File: src/rtl/i2s_mic_rx.sv
`timescale 1ns/1ps
`default_nettype none
// ============================================================================
//  Module      : i2s_mic_rx
//  Description : I2S master receiver for a single MEMS microphone. Generates
//                SCK/WS, synchronizes the serial data line and delivers one
//                24-bit signed sample per frame for the selected slot.
//
//  Ports       : clk_i          - sole clock, rising edge
//                rst_i          - asynchronous active-high reset
//                enable_i       - run request; low holds the receiver idle
//                sd_i           - serial data from the mic (asynchronous)
//                sck_o          - I2S bit clock (2*CLK_DIV clk_i per period)
//                ws_o           - I2S word select (0 = left, 1 = right)
//                sample_o       - last received 24-bit word, MSB first
//                sample_valid_o - one-cycle strobe qualifying sample_o
//                sample_count_o - number of strobes issued, wrapping
//
//  Revision    : 1.0 - initial release
// ============================================================================
module i2s_mic_rx #(
    parameter int CLK_DIV = 8,   // clk_i cycles per SCK half-period, 4..255
    parameter int CHANNEL = 0    // 0 = left slot, 1 = right slot
) (
    input  logic        clk_i,
    input  logic        rst_i,
    input  logic        enable_i,
    input  logic        sd_i,
    output logic        sck_o,
    output logic        ws_o,
    output logic [23:0] sample_o,
    output logic        sample_valid_o,
    output logic [15:0] sample_count_o
);

    localparam logic [7:0] c_DIV_LAST    = 8'(CLK_DIV - 1);
    localparam logic       c_CHANNEL_BIT = 1'(CHANNEL);
    localparam logic [4:0] c_SLOT_MSB    = 5'd1;
    localparam logic [4:0] c_SLOT_LSB    = 5'd24;

    // Registered state
    logic        r_sd_meta_q;
    logic        r_sd_s_q;
    logic [7:0]  r_div_cnt_q;
    logic        r_sck_q;
    logic [5:0]  r_bit_cnt_q;
    logic [23:0] r_shift_q;
    logic [23:0] r_sample_q;
    logic        r_sample_valid_q;
    logic [15:0] r_sample_count_q;

    // Next-state values
    logic [7:0]  w_div_cnt_d;
    logic        w_sck_d;
    logic [5:0]  w_bit_cnt_d;
    logic [23:0] w_shift_d;
    logic [23:0] w_sample_d;
    logic        w_sample_valid_d;
    logic [15:0] w_sample_count_d;

    // Decode
    logic        w_div_wrap;
    logic        w_fall_tick;
    logic [4:0]  w_slot;
    logic        w_in_word;
    logic        w_strobe;
    logic [23:0] w_shift_next;

    assign w_div_wrap   = (r_div_cnt_q == c_DIV_LAST);
    // A fall tick is the divider wrap while SCK is currently high.
    assign w_fall_tick  = enable_i && w_div_wrap && r_sck_q;
    assign w_slot       = r_bit_cnt_q[4:0];
    // One-bit I2S delay: period 0 of each slot carries no data.
    assign w_in_word    = (w_slot >= c_SLOT_MSB) && (w_slot <= c_SLOT_LSB);
    assign w_shift_next = {r_shift_q[22:0], r_sd_s_q};
    assign w_strobe     = w_fall_tick && (w_slot == c_SLOT_LSB)
                          && (r_bit_cnt_q[5] == c_CHANNEL_BIT);

    always_comb begin
        w_div_cnt_d      = r_div_cnt_q;
        w_sck_d          = r_sck_q;
        w_bit_cnt_d      = r_bit_cnt_q;
        w_shift_d        = r_shift_q;
        w_sample_d       = r_sample_q;
        w_sample_valid_d = 1'b0;
        w_sample_count_d = r_sample_count_q;

        if (!enable_i) begin
            // Idle: drop any partial word; sample and count are kept.
            w_div_cnt_d = 8'd0;
            w_sck_d     = 1'b0;
            w_bit_cnt_d = 6'd0;
            w_shift_d   = 24'd0;
        end else begin
            if (w_div_wrap) begin
                w_div_cnt_d = 8'd0;
                w_sck_d     = ~r_sck_q;
            end else begin
                w_div_cnt_d = r_div_cnt_q + 8'd1;
            end

            if (w_fall_tick) begin
                w_bit_cnt_d = r_bit_cnt_q + 6'd1;
                if (w_in_word) begin
                    w_shift_d = w_shift_next;
                end
                if (w_strobe) begin
                    w_sample_d       = w_shift_next;
                    w_sample_valid_d = 1'b1;
                    w_sample_count_d = r_sample_count_q + 16'd1;
                end
            end
        end
    end

    // Two-flop synchronizer for the asynchronous data line.
    always_ff @(posedge clk_i or posedge rst_i) begin
        if (rst_i) begin
            r_sd_meta_q <= 1'b0;
            r_sd_s_q    <= 1'b0;
        end else begin
            r_sd_meta_q <= sd_i;
            r_sd_s_q    <= r_sd_meta_q;
        end
    end

    always_ff @(posedge clk_i or posedge rst_i) begin
        if (rst_i) begin
            r_div_cnt_q      <= 8'd0;
            r_sck_q          <= 1'b0;
            r_bit_cnt_q      <= 6'd0;
            r_shift_q        <= 24'd0;
            r_sample_q       <= 24'd0;
            r_sample_valid_q <= 1'b0;
            r_sample_count_q <= 16'd0;
        end else begin
            r_div_cnt_q      <= w_div_cnt_d;
            r_sck_q          <= w_sck_d;
            r_bit_cnt_q      <= w_bit_cnt_d;
            r_shift_q        <= w_shift_d;
            r_sample_q       <= w_sample_d;
            r_sample_valid_q <= w_sample_valid_d;
            r_sample_count_q <= w_sample_count_d;
        end
    end

    assign sck_o          = r_sck_q;
    // WS is the frame-half bit, so it only moves on fall ticks.
    assign ws_o           = r_bit_cnt_q[5];
    assign sample_o       = r_sample_q;
    assign sample_valid_o = r_sample_valid_q;
    assign sample_count_o = r_sample_count_q;

endmodule
`default_nettype wire

File: config.mk
export PLATFORM = sky130hd
export DESIGN_NAME = i2s_mic_rx
export DESIGN_NICKNAME = d
export VERILOG_FILES = /design/src/rtl/i2s_mic_rx.sv
export SDC_FILE = /design/constraint.sdc
export NUM_CORES = 1
export LEC_CHECK = 0
export CORE_UTILIZATION = 50
export CTS_BUF_LIST = sky130_fd_sc_hd__clkbuf_4 sky130_fd_sc_hd__clkbuf_8
export DETAILED_ROUTE_END_ITERATION = 6
export PLACE_DENSITY = 0.73
export SLEW_MARGIN = 40
export SYNTH_ARGS = -nofsm -noshare
export SYNTH_HDL_FRONTEND = slang
export SYNTH_SLANG_ARGS = --single-unit
File: constraint.sdc
create_clock -name clk_i -period 3.38 [get_ports clk_i]
set_clock_uncertainty 0.2 [all_clocks]
set_input_delay 0.676 -clock clk_i [delete_from_list [all_inputs] [get_ports clk_i]]
set_output_delay 0.676 -clock clk_i [all_outputs]
set_load 0.005 [all_outputs]
==> metrics.md, run 1 <==
| Metric | Value |
|---|---|
| FMAX | 0.418 GHz |
| CTS tree | yes |
| Number of distinct library cells after synthesis | 33 |
| FFs w/ async S/R, synth | 100% |
| Fillers | 577 |
| Max-cap violations | 0 |
| Post-Synthesis Cell Area | 3640 um^2 |
| Initial core utilization | 52.7% |
| Post-cts resize count | 0 |
| Largest net degree at the start of global routing | 52 |
| Die area | 7620 um^2 |
| Post-DRT Antenna Nets | 0 |
| DR WL/cell | 14.8 um |
| Setup WS pre-CTS | 0.770 ns |
| Final Net Count | 365 |
| First-pass DRT Iterations | 4 |
| GRT met1 Usage | 27.5% |
| Final instance area | 4380 um^2 |
| Placer Congestion | 0.801 |
| Die X-Extent | 87.3 um |
| Initial antenna violation count | 0 |
| Final min period | 2.39 ns |
| Setup_tns | 0 ns |
| PortBufs | 46 |
| Vias in the first global route | 2332 |
| Startpoint Class | register |
| EDFF count, synth | 0 |
| CP endpoint kind | register |
| Mean post-synth cell area | 11.7 um^2 |
| Least-Margin Pin Slew | 0.805 ns |
| Num CTS Buffers | 9 |
| Setup ws final | 0.988 ns |
| Pleak | 0.00199 uW |
| Clock Latency Late Sink | 0.34 ns |
| CTS Hold Buffers Added | 0 |
| RSZ-0062 raised after global routing | no |
| Final setup viols | 0 |
| Syn Nets | 320 |
| Core area | 6910 um^2 |
| Final cycle utilization of the critical path | 70.8% |
| Total GRT Usage | 19.5% |
| Total Power | 1700 uW |
| Via Count | 2537 |
| HPWL after DPL | 4470 um |
| Status | finished, final reports clean |
| Most common cell after layout, fill and taps aside | dfrtp_1 |
| Grt met3 use | 2.84% |
| I/O pins | 47 |
| H-tree levels | 3 |
| P per Cell Area | 390 nW/um^2 |
| Clock Pin Slew Worst Setup and Hold Paths | 0.08 ns |
| # Post-CTS Setup Buffers | 0 |
| N_diodes | 0 |
| Layer carrying the most global-route usage | met2 |
| Max Transition Viols Final | 0 |
| CTS Buffer Depth | 2 |
| Grt total ovfl | 0 |
| Fin. Hold Viols | 0 |
| Rel. slew slack | 46.2% |
| Met2 Usage GRT | 29.8% |
| Dpl cell area | 4190 um^2 |
| Worst Path Required | 3.44 ns |
| Die Y-Extent | 87.3 um |
| DR iter-0 viols | 124 |
| Crit path DAT | 2.46 ns |
| Register bit total from synthesis | 81 |
| Commonest non-fill, non-tap cells in the layout | dfrtp_1, clkdlybuf4s50_1, nand4_1, o21ai_0, mux2_1 |
| Post-synthesis sequential area ratio | 55.7% |
| Clock root cell | clkbuf_8 |
| Synth warn | 0 |
| Final wirelength | 6760 um |
| Drt drc | 0 |
| Crit path max fanout | 16 |
| Clock Sinks | 81 |
| Area Growth Syn to Fin | 20.3% |
| Worst Hold Class | register to register |
| Cell Rows | 30 |
| Peak VDD IR | 0.000196 V |
| WS Path Type | register to register |
| Avg Vias per Cell | 5.56 |
| Main synth FF type | dfrtp_1 |
| Ratio of cells with drive above 1 in the final layout | 9.72% |
| First-pass GRT wire length | 11400 um |
| Post-Synthesis Cells | 311 |
[kinds of logic (layout without fill, tap and decap cells)]
group | after synthesis | after routing | synth area share (%)
simple gates | 95 | 95 | 15.8
mux | 25 | 25 | 7.74
flops | 81 | 81 | 55.7
compound gates | 50 | 50 | 8.63
buf+inv | 28 | 77 | 3.89
fa+ha+maj | 5 | 5 | 1.72
xor+xnor | 27 | 27 | 6.50
[through the flow]
step / utilization, % / hold WS (ns) / cells
2_1_floorplan: - / 0.131 / 311
3_3_place_gp: 60.6 / 0.135 / 441
3_5_place_dp: 60.6 / 0.139 / 441
4_1_cts: 63.4 / 0.154 / 456
5_1_grt: 63.4 / 0.170 / 456
6_report: 63.4 / 0.148 / 456
[cells in the mapped netlist (all sizes together) (7+ instances only)]
cell / count / area share, %
a21boi: 24 / 5.0
and3: 7 / 1.2
buf: 9 / 1.9
nor2: 8 / 0.83
xnor2: 16 / 3.9
xor2: 11 / 2.6
dfrtp: 81 / 56
nand4: 31 / 5.3
mux2: 25 / 7.7
o21ai: 23 / 3.2
and2: 10 / 1.7
nand3: 14 / 1.9
clkbuf: 13 / 1.3
[power by group]
| group | leakage (uW) | total [uW] | internal [uW] | switching (uW) |
|---|---|---|---|---|
| clock | 0.0000959 | 677 | 345 | 332 |
| sequential | 0.00112 | 976 | 972 | 3.93 |
| combinational | 0.000769 | 51.0 | 16.5 | 34.5 |
[flip-flops by register name, summed over array words and instances (netlist names)]
signal,cells
sample_count_o,16
r_shift_q,23
sample_o,24
r_sd_meta_q,1
sample_valid_o,1
r_sd_s_q,1
r_bit_cnt_q,6
sck_o,1
r_div_cnt_q,8
[layer usage]
layer	vias to the layer above	routed length, um
met4	0	127
li1	1213	-
met1	1259	3240
met2	56	3170
met5	-	0
met3	9	219
[path summary, 6_finish.rpt]
path	startpoint	endpoint	slack [ns]	cells after the start
setup / recovery	r_div_cnt_q[0]	r_shift_q[13]	0.99	7
hold / removal	r_sd_meta_q	r_sd_s_q	0.15	0
setup reg to reg	r_div_cnt_q[0]	r_shift_q[13]	0.99	7
hold reg to reg	r_sd_meta_q	r_sd_s_q	0.15	0
max in group asynchronous	rst_i	r_div_cnt_q[2]	1.75	3
min in group asynchronous	rst_i	sample_count_o[5]	0.54	2
[layout make-up]
cell class	instances	area, um^2	share of cell area (%)
Timing Repair Buffer	56	548	12.5
Inverter	6	22.5	0.515
Clock buffer	10	131	3.00
Clock inverter	5	56.3	1.29
Multi-Input combinational cell	202	1470	33.6
Sequential cell	81	2030	46.3
Tap cell	96	120	2.75
[worst max-delay path: stages, from the launching register on]
cell	delay (ns)
dfrtp_1	0.40
ha_1	0.25
nor4bb_1	0.22
buf_4	0.21
and2_1	0.40
buf_4	0.31
nand4_1	0.12
a21boi_0	0.21
Power figures use the tool's default switching activity.
==> run 2, diff against run 1 <==
clock period = 2.3 ns   (was 3.38 ns; I/O delays follow)
==> metrics.md, run 2 (synthesis results as in run 1) <==
| Metric | Value |
|---|---|
| Initial core utilization | 52.7% (unchanged) |
| Grt total ovfl | 0 (unchanged) |
| Reg-to-Reg Start | r_div_cnt_q[0] |
| Status | finished, final reports clean |
| Startpoint Class | register |
| Commonest non-fill, non-tap cells in the layout | dfrtp_1, clkdlybuf4s50_1, nand4_1, o21ai_0, mux2_1 |
| Pleak | 0.00202 uW (+1.8%) |
| Die X-Extent | 87.3 um (unchanged) |
| Cell Rows | 30 (unchanged) |
| Max-cap violations | 0 (unchanged) |
| Worst hold endpoint | r_sd_s_q |
| Final setup viols | 0 (unchanged) |
| FF-to-FF setup slack | 0.13 ns (-0.86 ns) |
| Most common cell after layout, fill and taps aside | dfrtp_1 |
| Final cycle utilization of the critical path | 94.4% (+24 points) |
| Crit-path leading delay family | simple AND/OR/NAND/NOR gates |
| Num CTS Buffers | 9 (unchanged) |
| First-pass GRT wire length | 11600 um (+2.3%) |
| Rel. slew slack | 67.5% (+21 points) |
| Clock Latency Late Sink | 0.34 ns (about the same) |
| Initial antenna violation count | 0 (unchanged) |
| RSZ-0062 raised after global routing | no |
| Worst Path Required | 2.32 ns (-1.12 ns) |
| HPWL after DPL | 4700 um (+5.2%) |
| FMAX | 0.461 GHz (+10%) |
| CTS tree | yes |
| Final min period | 2.17 ns (-0.222 ns) |
| CP peak stage delay | 0.41 ns (about the same) |
| Final wirelength | 6900 um (+2.1%) |
| Die area | 7620 um^2 (unchanged) |
| Setup ws final | 0.129 ns (-0.858 ns) |
| P per Cell Area | 559 nW/um^2 (+44%) |
| CP endpoint kind | register |
| Area Growth Syn to Fin | 22.6% |
| WS Path Type | register to register |
| Largest net degree at the start of global routing | 33 (-37%) |
| DR WL/cell | 14.9 um (+0.53%) |
| Clock Pin Slew Worst Setup and Hold Paths | 0.08 ns (about the same) |
| Final Net Count | 372 (+1.9%) |
| Crit path max fanout | 15 (-1) |
| Crit path DAT | 2.19 ns (-0.27 ns) |
| Worst path cell trace | ha_1, nor4bb_1, buf_4, and4_1, buf_6, mux2_1 |
| CTS Buffer Depth | 2 (unchanged) |
| Setup_tns | 0 ns (unchanged) |
| I/O pins | 47 (unchanged) |
| Worst hold path depth | 0 (unchanged) |
| Avg Vias per Cell | 5.59 (+0.51%) |
| Max Transition Viols Final | 0 (unchanged) |
| Max FFs per register | 24 (unchanged) |
| Clock Sinks | 81 (unchanged) |
| Total GRT Usage | 19.8% (+0.33 points) |
| Placer Congestion | 0.819 (+2.2%) |
| H-tree levels | 3 (unchanged) |
| Least-Margin Pin Slew | 0.486 ns (-0.318 ns) |
| Total Power | 2500 uW (+46%) |
| Hold path start | r_sd_meta_q |
| Reg2reg end | sample_o[17] |
| Via Count | 2589 (+2.0%) |
| Setup WS pre-CTS | -0.0524 ns (-0.822 ns) |
| Ratio of cells with drive above 1 in the final layout | 11.4% (+1.7 points) |
| Post-DRT Antenna Nets | 0 (unchanged) |
| Core area | 6910 um^2 (unchanged) |
| Die Y-Extent | 87.3 um (unchanged) |
| First-pass DRT Iterations | 4 (unchanged) |
| Worst Hold Class | register to register |
| CTS Hold Buffers Added | 0 (unchanged) |
| Fin. Hold Viols | 0 (unchanged) |
| Peak VDD IR | 0.000512 V (+160%) |
| Vias in the first global route | 2436 (+4.5%) |
| Critical path's slowest cell | dfrtp_1 |
| Clock root cell | clkbuf_8 |
| R2r worst-path depth | 6 (-1) |
| N_diodes | 0 (unchanged) |
| DR iter-0 viols | 130 (+4.8%) |
| Final instance area | 4460 um^2 (+1.9%) |
| PortBufs | 46 (unchanged) |
| Drt drc | 0 (unchanged) |
| Worst Path Buf+Inv | 2 (unchanged) |
| Dpl cell area | 4260 um^2 (+1.8%) |
## run 2: how the worst max path moves through the flow
stage              startpoint                 end  slack, ns  cells past startpoint
6_report       r_div_cnt_q[0]        sample_o[17]       0.13                      6
5_1_grt        r_div_cnt_q[0]        sample_o[17]      0.009                      6
4_1_cts        r_div_cnt_q[0]        sample_o[17]       0.09                      6
3_5_place_dp         enable_i  sample_count_o[13]      -0.05                      6
3_3_place_gp         enable_i  sample_count_o[13]     -0.008                      6
2_1_floorplan  r_div_cnt_q[0]         sample_o[1]       0.19                      7
## run 2: where the power goes
group | total, uW | switching [uW] | internal [uW] | leakage (uW)
Clock | 975 | 486 | 490 | 0.0000909
Sequential | 1440 | 6.15 | 1430 | 0.00112
Combinational | 84.8 | 52.8 | 32.0 | 0.000810
Total | 2500 | 545 | 1950 | 0.00202
## run 2: what timing repair did
| action | 4_1_cts | 5_1_grt |
|---|---|---|
| buffers inserted | 0 | 1 |
| setup endpoints to repair | 0 | 5 |
| gates resized for setup | 0 | 2 |
## run 2: per-layer routing
metal / global-route usage (%) / routed length, um / vias to the layer above
met2: 32.0 / 3490 / 53
li1: - / - / 1225
met5: 0 / 0 / -
met3: 4.55 / 183 / 5
met4: 7.15 / 77 / 0
met1: 26.3 / 3140 / 1306
## run 2: cell type report
type	count	area (um^2)
Fill cell	592	2450
Tap cell	96	120
Clock inverter	6	60.1
Clock buffer	9	124
Timing Repair Buffer	63	633
Inverter	6	26.3
Multi-Input combinational cell	202	1470
Sequential cell	81	2030
## run 2: metrics by stage
stage | utilization, % | hold slack, ns | std cells
floorplan | - | 0.131 | 311
global placement | 61.7 | 0.137 | 447
detailed placement | 61.7 | 0.137 | 447
CTS | 64.4 | 0.160 | 462
global route | 64.6 | 0.153 | 463
finish | 64.6 | 0.158 | 463
==> run 3, diff against run 2 <==
GPL_TIMING_DRIVEN = 0   (was default)
==> metrics.md, run 3 (synthesis results as in run 1) <==
| Metric | Value |
|---|---|
| Critical path's slowest cell | dfrtp_1 |
| WHS | 0.160 ns (+0.00227 ns) |
| Net Sw Frac | 24.2% (+2.4 points) |
| Peak VDD IR | 0.000379 V (-26%) |
| Via Count | 2617 (+1.1%) |
| DR WL/cell | 14.9 um (+0.12%) |
| Post-DRT Antenna Nets | 0 (unchanged) |
| Max Transition Viols Final | 0 (unchanged) |
| CTS Hold Buffers Added | 0 (unchanged) |
| Most common cell after layout, fill and taps aside | dfrtp_1 |
| Die area | 7620 um^2 (unchanged) |
| Total GRT Usage | 20.4% (+0.55 points) |
| Worst Path Buf+Inv | 2 (unchanged) |
| Clock network fraction of total power | 39.0% (about the same) |
| Final wirelength | 7080 um (+2.7%) |
| H-tree levels | 3 (unchanged) |
| Max-cap violations | 0 (unchanged) |
| Total Power | 2510 uW (+0.47%) |
| First-pass DRT Iterations | 5 (+1) |
| PortBufs | 45 (-2.2%) |
| HPWL after DPL | 4840 um (+3.0%) |
| Clock Pin Slew Worst Setup and Hold Paths | 0.09 ns (about the same) |
| Final cycle utilization of the critical path | 95.3% (+0.96 points) |
| Commonest non-fill, non-tap cells in the layout | dfrtp_1, clkdlybuf4s50_1, nand4_1, o21ai_0, mux2_1 |
| Final min period | 2.19 ns (+0.0221 ns) |
| Status | finished, final reports clean |
| Final setup viols | 0 (unchanged) |
| Least-Margin Pin Slew | 0.435 ns (-0.0510 ns) |
| Clock Latency Late Sink | 0.35 ns (about the same) |
| Crit path DAT | 2.21 ns (+0.02 ns) |
| Fillers | 556 (-6.1%) |
| WS Path Type | register to register |
| Avg Vias per Cell | 5.51 (-1.5%) |
| Area occupied by multi-input gates | 1480 um^2 (+0.85%) |
| Crit path max fanout | 10 (-5) |
| Startpoint Class | register |
| Clock Sinks | 81 (unchanged) |
| First-pass GRT wire length | 11900 um (+2.1%) |
| Worst Path Required | 2.32 ns (about the same) |
| Clock root cell | clkbuf_8 |
| Area Growth Syn to Fin | 24.5% |
| Final std cells w/o fill | 475 (+2.6%) |
| Net switching power | 607 uW (+11%) |
| CP endpoint kind | register |
| Grt total ovfl | 0 (unchanged) |
| CTS Buffer Depth | 2 (unchanged) |
| CTS tree | yes |
| Fin. Hold Viols | 0 (unchanged) |
| Rel. slew slack | 71.0% (+3.5 points) |
| Initial antenna violation count | 0 (unchanged) |
| Max FFs per register | 24 (unchanged) |
| Pleak | 0.00205 uW (+1.5%) |
| DR iter-0 viols | 164 (+26%) |
| Ratio of cells with drive above 1 in the final layout | 12.7% (+1.2 points) |
| Placed Cells | 455 (+1.8%) |
| Initial core utilization | 52.7% (unchanged) |
| Internal | 1900 uW (-2.6%) |
| P per Cell Area | 553 nW/um^2 (-1.1%) |
| Seq pwr share | 57.3% (-0.2 points) |
| Final Net Count | 383 (+3.0%) |
| FMAX | 0.456 GHz (-1.0%) |
| Logic pwr share | 3.7% (+0.3 points) |
| Num CTS Buffers | 9 (unchanged) |
| CP peak stage delay | 0.41 ns (about the same) |
| Storage cell area | 2030 um^2 (unchanged) |
| Core area | 6910 um^2 (unchanged) |
| I/O pins | 47 (unchanged) |
| Worst Hold Class | register to register |
| N_diodes | 0 (unchanged) |
| Die X-Extent | 87.3 um (unchanged) |
| Cell Rows | 30 (unchanged) |
| Die Y-Extent | 87.3 um (unchanged) |
| Crit-path leading delay family | buffers and inverters |
| Placer Congestion | 0.790 (-3.5%) |
| Largest net degree at the start of global routing | 26 (-21%) |
| Worst path cell trace | ha_4, nor4bb_1, buf_4, nand3_1, clkbuf_2, o21ai_0, a21boi_0 |
| Vias in the first global route | 2455 (+0.78%) |
| Drt drc | 0 (unchanged) |
[run 3: cell type report]
| type | count | share of cell area [%] |
|---|---|---|
| well taps | 96 | 2.65 |
| plain buffers | 22 | 2.90 |
| repair buffers | 52 | 12.3 |
| inverters | 6 | 0.580 |
| flip-flops and latches | 81 | 44.7 |
| clock inverters | 6 | 1.10 |
| multi-input cells | 202 | 32.7 |
| clock buffers | 10 | 3.04 |
[run 3: path summary, 6_finish.rpt]
check / endpoint / slack, ns / from / depth (start not counted)
min in group asynchronous: sample_count_o[12] / 0.23 / rst_i / 2
hold reg to reg: r_sd_s_q / 0.16 / r_sd_meta_q / 0
setup / recovery: r_shift_q[16] / 0.11 / r_div_cnt_q[1] / 7
setup reg to reg: r_shift_q[16] / 0.11 / r_div_cnt_q[1] / 7
hold / removal: r_sd_s_q / 0.16 / r_sd_meta_q / 0
max in group asynchronous: r_shift_q[9] / 1.06 / rst_i / 4
[run 3: repair_timing]
action	CTS	global route
resized for setup	3	10
buffers inserted	1	3
hold endpoints to repair	0	0
setup endpoints to repair	19	33
[run 3: metal layers]
metal  GRT usage, %  part of all wire [%]  up-vias  wire length [um]
met3           2.94                   3.4        8               243
met5              0                     0        -                 0
met1           27.8                    46     1303              3280
met2           31.7                    48       58              3420
li1               -                     -     1248                 -
met4           10.7                   1.9        0               134
[run 3: stage by stage]
stage	instance area [um^2]	setup WS [ns]	utilization (%)	TNS [ns]
after CTS	4490	0.0315	65.0	0
final	4530	0.107	65.6	0
after detailed placement	4290	-0.0586	62.1	-0.481
after global routing	4530	-0.00276	65.6	-0.00276
after global placement	4210	-0.189	61.0	-15.29
after floorplan	3640	0.191	-	0
[run 3: power groups by stage]
stage               combinational, uW  clock [uW]  sequential [uW]
finish                           93.3         979             1440
global route                      105        1060             1440
CTS                              90.9        1010             1430
detailed placement               87.7           0             1460
global placement                 71.0           0             1460
floorplan                        50.6           0             1460
